## src/rtl/dmem_pkg.sv

```systemverilog
// Shared definitions for the data-memory responder: access sizes, FSM states
// and the alignment rule used to flag misaligned accesses.
package dmem_pkg;

    localparam logic [1:0] SIZE_BYTE = 2'b00;
    localparam logic [1:0] SIZE_HALF = 2'b01;
    localparam logic [1:0] SIZE_WORD = 2'b10;
    localparam logic [1:0] SIZE_RSVD = 2'b11;

    typedef enum logic [1:0] {
        ST_IDLE = 2'b00,
        ST_BUSY = 2'b01,
        ST_RESP = 2'b10
    } state_t;

    // Only halfword and word accesses carry alignment constraints.
    function automatic logic misaligned(input logic [1:0] size, input logic [1:0] addr_lo);
        case (size)
            SIZE_HALF: return addr_lo[0];
            SIZE_WORD: return (addr_lo != 2'b00);
            default:   return 1'b0;
        endcase
    endfunction

endpackage

```

## src/rtl/dmem_lane_align.sv

```systemverilog
// Big-endian lane steering: store lane enables/data placement and load
// extraction with zero or sign extension. Purely combinational.
module dmem_lane_align
    import dmem_pkg::*;
(
    input  logic [1:0]  size,
    input  logic        sign_ext,
    input  logic [1:0]  addr_lo,
    input  logic [31:0] wdata,
    input  logic [31:0] rword,
    output logic [3:0]  lane_en,
    output logic [31:0] wword,
    output logic [31:0] rdata
);

    logic [7:0]  rbyte;
    logic [15:0] rhalf;

    // lane_en[i] selects byte offset i, which lives in rword/wword[31-8i -: 8].
    always_comb begin
        lane_en = 4'b0000;
        wword   = 32'h0;
        case (size)
            SIZE_BYTE: begin
                lane_en = 4'b0001 << addr_lo;
                wword   = {4{wdata[7:0]}};
            end
            SIZE_HALF: begin
                lane_en = addr_lo[1] ? 4'b1100 : 4'b0011;
                wword   = {2{wdata[15:0]}};
            end
            SIZE_WORD: begin
                lane_en = 4'b1111;
                wword   = wdata;
            end
            default: begin
                lane_en = 4'b0000;
                wword   = 32'h0;
            end
        endcase
    end

    always_comb begin
        rbyte = 8'h0;
        case (addr_lo)
            2'd0:    rbyte = rword[31:24];
            2'd1:    rbyte = rword[23:16];
            2'd2:    rbyte = rword[15:8];
            default: rbyte = rword[7:0];
        endcase
        rhalf = addr_lo[1] ? rword[15:0] : rword[31:16];
    end

    always_comb begin
        rdata = 32'h0;
        case (size)
            SIZE_BYTE: rdata = {{24{sign_ext & rbyte[7]}}, rbyte};
            SIZE_HALF: rdata = {{16{sign_ext & rhalf[15]}}, rhalf};
            SIZE_WORD: rdata = rword;
            default:   rdata = 32'h0;
        endcase
    end

endmodule

```

## src/rtl/dmem_responder.sv

```systemverilog
// Multi-cycle data-memory responder: one request at a time over valid/ready,
// big-endian byte array, registered response held until the requester takes it.
module dmem_responder
    import dmem_pkg::*;
#(
    parameter int unsigned ADDR_W      = 9,
    parameter int unsigned WAIT_STATES = 1
) (
    input  logic        clk,
    input  logic        reset,
    input  logic        req_valid,
    output logic        req_ready,
    input  logic        req_we,
    input  logic [1:0]  req_size,
    input  logic        req_signed,
    input  logic [31:0] req_addr,
    input  logic [31:0] req_wdata,
    output logic        rsp_valid,
    input  logic        rsp_ready,
    output logic [31:0] rsp_rdata,
    output logic        rsp_err,
    output logic [1:0]  fsm_state
);

    // Handshakes: a transfer happens on a rising edge where valid and ready are
    // both high; request fields are sampled only then, and rsp_* hold steady
    // from rsp_valid rising until the edge where rsp_ready is seen high.

    localparam int unsigned DEPTH   = 2 ** ADDR_W;
    localparam logic [3:0]  WS_LOAD = (WAIT_STATES == 0) ? 4'd0 : 4'(WAIT_STATES - 1);

    if (WAIT_STATES > 15) begin : g_bad_wait
        $error("dmem_responder: WAIT_STATES must be in 0..15");
    end
    if (ADDR_W < 2 || ADDR_W > 31) begin : g_bad_addr
        $error("dmem_responder: ADDR_W must be in 2..31");
    end

    state_t      state;
    state_t      state_next;
    logic [3:0]  cnt;
    logic        accept;
    logic        enter_resp;

    logic        lat_we;
    logic [1:0]  lat_size;
    logic        lat_signed;
    logic [31:0] lat_addr;
    logic [31:0] lat_wdata;

    logic        acc_we;
    logic [1:0]  acc_size;
    logic        acc_signed;
    logic [31:0] acc_addr;
    logic [31:0] acc_wdata;
    logic        acc_err;

    logic [ADDR_W-3:0] word_idx;
    logic [31:0]       rword;
    logic [3:0]        lane_en;
    logic [31:0]       wword;
    logic [31:0]       load_data;
    logic              wr_en;

    logic [7:0] mem [DEPTH];

    assign req_ready = (state == ST_IDLE);
    assign accept    = req_valid & req_ready;
    assign fsm_state = state;

    always_comb begin
        state_next = state;
        enter_resp = 1'b0;
        case (state)
            ST_IDLE: begin
                if (accept) begin
                    if (WAIT_STATES == 0) begin
                        state_next = ST_RESP;
                        enter_resp = 1'b1;
                    end else begin
                        state_next = ST_BUSY;
                    end
                end
            end
            ST_BUSY: begin
                if (cnt == 4'd0) begin
                    state_next = ST_RESP;
                    enter_resp = 1'b1;
                end
            end
            ST_RESP: begin
                if (rsp_ready) begin
                    state_next = ST_IDLE;
                end
            end
            default: state_next = ST_IDLE;
        endcase
    end

    // With no wait states the access happens on the accept edge itself, so the
    // live request fields are used whenever the FSM is still in IDLE.
    always_comb begin
        if (state == ST_IDLE) begin
            acc_we     = req_we;
            acc_size   = req_size;
            acc_signed = req_signed;
            acc_addr   = req_addr;
            acc_wdata  = req_wdata;
        end else begin
            acc_we     = lat_we;
            acc_size   = lat_size;
            acc_signed = lat_signed;
            acc_addr   = lat_addr;
            acc_wdata  = lat_wdata;
        end
    end

    assign acc_err  = misaligned(acc_size, acc_addr[1:0])
                    | (acc_size == SIZE_RSVD)
                    | (acc_addr[31:ADDR_W] != '0);
    assign word_idx = acc_addr[ADDR_W-1:2];
    assign rword    = {mem[{word_idx, 2'd0}], mem[{word_idx, 2'd1}],
                       mem[{word_idx, 2'd2}], mem[{word_idx, 2'd3}]};

    dmem_lane_align u_lane_align (
        .size     (acc_size),
        .sign_ext (acc_signed),
        .addr_lo  (acc_addr[1:0]),
        .wdata    (acc_wdata),
        .rword    (rword),
        .lane_en  (lane_en),
        .wword    (wword),
        .rdata    (load_data)
    );

    // Gated by reset so nothing is written while reset holds the FSM in IDLE.
    assign wr_en = enter_resp & acc_we & ~acc_err & reset;

    always_ff @(posedge clk or negedge reset) begin
        if (!reset) begin
            state      <= ST_IDLE;
            cnt        <= 4'd0;
            lat_we     <= 1'b0;
            lat_size   <= SIZE_BYTE;
            lat_signed <= 1'b0;
            lat_addr   <= 32'h0;
            lat_wdata  <= 32'h0;
            rsp_valid  <= 1'b0;
            rsp_rdata  <= 32'h0;
            rsp_err    <= 1'b0;
        end else begin
            state <= state_next;
            if (accept) begin
                lat_we     <= req_we;
                lat_size   <= req_size;
                lat_signed <= req_signed;
                lat_addr   <= req_addr;
                lat_wdata  <= req_wdata;
                cnt        <= WS_LOAD;
            end else if (state == ST_BUSY && cnt != 4'd0) begin
                cnt <= cnt - 4'd1;
            end
            if (enter_resp) begin
                rsp_valid <= 1'b1;
                rsp_err   <= acc_err;
                rsp_rdata <= (acc_err || acc_we) ? 32'h0 : load_data;
            end else if (state == ST_RESP && rsp_ready) begin
                rsp_valid <= 1'b0;
                rsp_rdata <= 32'h0;
                rsp_err   <= 1'b0;
            end
        end
    end

    // Storage is deliberately not reset; contents survive a reset pulse.
    always_ff @(posedge clk) begin
        if (wr_en) begin
            for (int l = 0; l < 4; l++) begin
                if (lane_en[l]) begin
                    mem[{word_idx, 2'(l)}] <= wword[31-8*l -: 8];
                end
            end
        end
    end

endmodule

```

## config.mk

```make
export PLATFORM = sky130hd
export DESIGN_NAME = dmem_responder
export DESIGN_NICKNAME = d
export VERILOG_FILES = /design/src/rtl/dmem_pkg.sv /design/src/rtl/dmem_lane_align.sv /design/src/rtl/dmem_responder.sv
export SDC_FILE = /design/constraint.sdc
export NUM_CORES = 2
export LEC_CHECK = 0
export ABC_CLOCK_PERIOD_IN_PS = 9800
export CORE_UTILIZATION = 30
export DETAILED_ROUTE_END_ITERATION = 7
export SKIP_CTS_REPAIR_TIMING = 1
export SYNTH_ARGS = -nofsm -noshare
export SYNTH_HDL_FRONTEND = slang
export SYNTH_SLANG_ARGS = --single-unit
```

## constraint.sdc

```tcl
create_clock -name clk -period 9.8 [get_ports clk]
set_input_delay 2.94 -clock clk [delete_from_list [all_inputs] [get_ports clk]]
set_output_delay 2.94 -clock clk [all_outputs]
set_load 0.01 [all_outputs]
```

==> impl_results.md <==
- WL/cell: 30.2 um
- Fin util: 0.351
- Die Wd: 736 um
- Tcrit/Tclk final: 0.827
- FFs w/ async S/R, synth: 0.0257
- Dpl hpwl: 336 mm
- Io pins: 109
- Top FF cell, synth: edfxtp_1
- Setup Skew: 0.0451 ns
- CP required: 10.71 ns
- Number of routed nets with antenna violations: 0
- Area Growth Syn to Fin: 16.7%
- Kind of critical path: input pin to register
- Syn Area/Cell: 15.7 sq um
- Final Max Slew Viols: 1
- Clock buffer depth: 4
- CTS Buf Count: 432
- WHS: 0.474 ns
- Number of synthesized flops with an enable pin: 4,096
- Largest net degree at the start of global routing: 129
- Power density over the cells: 334 nW/um^2
- Total track usage: 0.195
- Area share of the largest cell type after synthesis: 0.762
- Die area: 541,000 sq um
- Area after DPL: 175,000 sq um
- Worst-Margin Slew: 1.49 ns
- Via count: 104,000
- Layout cell share with drive strength beyond 1: 0.127
- Vias per cell: 5.70
- Filler cells: 50,600
- Nets@finish: 10,800
- Die height: 736 um
- Yosys cell types: 78
- H-tree Lvls: 5
- Row count: 269
- First-pass GRT wire length: 768 mm
- Core area: 536,000 sq um
- DRT Wirelength: 551 mm
- RSZ-0062 raised after global routing: false
- Status: complete, but fails checks
- Synthesized Nets: 10,400
- Synth cell count leaders: edfxtp_1 (4,096), o22ai_1 (1,227), nand2_1 (1,025), nor3_1 (525), buf_2 (395)
- Clk slew on worst S/H paths: 0.06 ns
- Final hold vios: 0
- Worst Setup Start Kind: input pin
- Main area contributors after synthesis: edfxtp_1 (76%), o22ai_1 (4.8%), nand2_1 (2.4%)
- Worst Path Max Fanout: 52
- Data arrival time of the worst path: 9.02 ns
- Synthesized instance count: 10,300
- Min-Delay Path Class: register to register
- Netlist Area Pre-Place: 161,000 sq um
- #FFs+latches synth: 4,204
- Max cap viols: 2
- Most area-hungry cell type in the Yosys netlist: edfxtp_1
- Antenna violations before repair: 40
- CP Capture Type: register
- CTS tree: done
- Number of global-route vias before repair: 98,200
- Final min period: 8.11 ns
- Final instance area: 188,000 sq um
- Root Buffer: clkbuf_16
- I/O Buffers: 108
- DRC: 47
- First DRT Iteration DRCs: 15,300
- Rel. slew slack: -0.00286
- YS warnings: 0
- Peak supply drop: 0.000633 V
- Leakage power: 59.2 nW
- Setup violators final: 0
- Clock Sinks: 4,204
- Seq/Total Area, Yosys: 0.778
- Failing checks: DRC, capacitance limit, slew limit
- Max Freq: 123 MHz
- Initial Util: 0.301
- Grt ovf: 0
- Placer Congestion: 0.906
- TritonRoute pass-1 iters: 8
- Most common cell in the netlist: edfxtp_1
- Clock Latency Late Sink: 1.00 ns
- TNS Setup: 0 ns
cells by family after synthesis:
family          share of synthesized area
fa+ha+maj                        0.000387
simple gates                       0.0702
mux                                0.0148
xor+xnor                         0.000109
flops                               0.778
compound gates                      0.112
buf+inv                            0.0237
power by group:
part / leakage [nW] / switching, mW / total, mW / internal, mW
Sequential: 38.8 / 0.125 / 24.8 / 24.7
Clock: 6.58 / 6.92 / 16.0 / 9.05
Combinational: 13.9 / 17.3 / 22.2 / 4.85
Total: 59.2 / 24.4 / 62.9 / 38.6
flip-flops by register name, indices dropped and copies added (netlist names):
signal,count
lat_addr,32
lat_wdata,32
rsp_err,1
rsp_rdata,32
fsm_state,2
lat_signed,1
rsp_valid,1
lat_size,2
mem,4096
lat_we,1
cnt,4
critical path: stages:
cell and delay, ns:
buf_8 0.17, or3b_4 0.57, nand2_8 0.54, nand2_4 0.81, buf_4 0.34, buf_4 0.32, o22ai_1 0.13, or4_1 0.53
a2111oi_0 1.25, buf_4 0.27, o2111ai_1 0.46, o32ai_1 0.34, o21ai_0 0.14, nand2_1 0.10
through the flow:
step | total power, mW | setup WS, ns | cells
finish | 62.9 | 1.69 | 18200
global route | 64.2 | 1.78 | 18200
CTS | 62.4 | 1.88 | 18200
detailed placement | 46.7 | 0.869 | 17400
global placement | 46.5 | 0.912 | 17400
floorplan | 36.4 | 1.24 | 10300
area by class of cell:
cell class / instances / area [sq um] / area share
Antenna cell: 19 / 47.5 / 0.000252
Clock buffer: 553 / 11500 / 0.0608
Clock inverter: 227 / 2060 / 0.0109
Inverter: 12 / 57.6 / 0.000305
Multi-Input combinational cell: 5244 / 32800 / 0.174
Sequential cell: 4204 / 126000 / 0.667
Tap cell: 7181 / 8980 / 0.0477
Timing Repair Buffer: 805 / 7360 / 0.0391
cell usage in the layout, fill, tap and decap left out, drive strengths merged, types with 28 or more instances in the layout:
master and instances:
o22ai 1228, mux2i 239, nor2 262, buf 697, o32a 70, nor4 77, nand2b 143, o32ai 28
a41oi 62, o31ai 86, dfrtp 108, a32oi 36, nand3 219, o21ai 53, o31a 38, nand2 1029
a41o 28, clkinv 177, a21oi 95, nor3 525, and3 114, o22a 32, clkbuf 555, bufinv 31
a31oi 61, edfxtp 4096, a32o 54, o41ai 163, o221ai 111, clkdlybuf4s50 106, o211ai 257, a211oi 63
path summary, 6_finish.rpt:
kind	start	endpoint	slack [ns]	depth (start not counted)
setup / recovery	req_addr[2]	rsp_rdata[5]	1.69	14
hold / removal	lat_addr[29]	lat_addr[29]	0.47	2
setup reg to reg	fsm_state[0]	mem[116][28]	2.07	13
hold reg to reg	lat_addr[29]	lat_addr[29]	0.47	2
max in group asynchronous	reset	lat_wdata[23]	6.46	2
min in group asynchronous	reset	lat_wdata[0]	1.93	1
metal layers:
layer	global-route usage	vias to the layer above	routed length, um
met5	0	-	589
met4	0.0962	22	30200
met3	0.0482	1085	65100
met2	0.297	6773	245000
met1	0.261	53500	210000
li1	-	42700	-
Power figures use the tool's default switching activity.
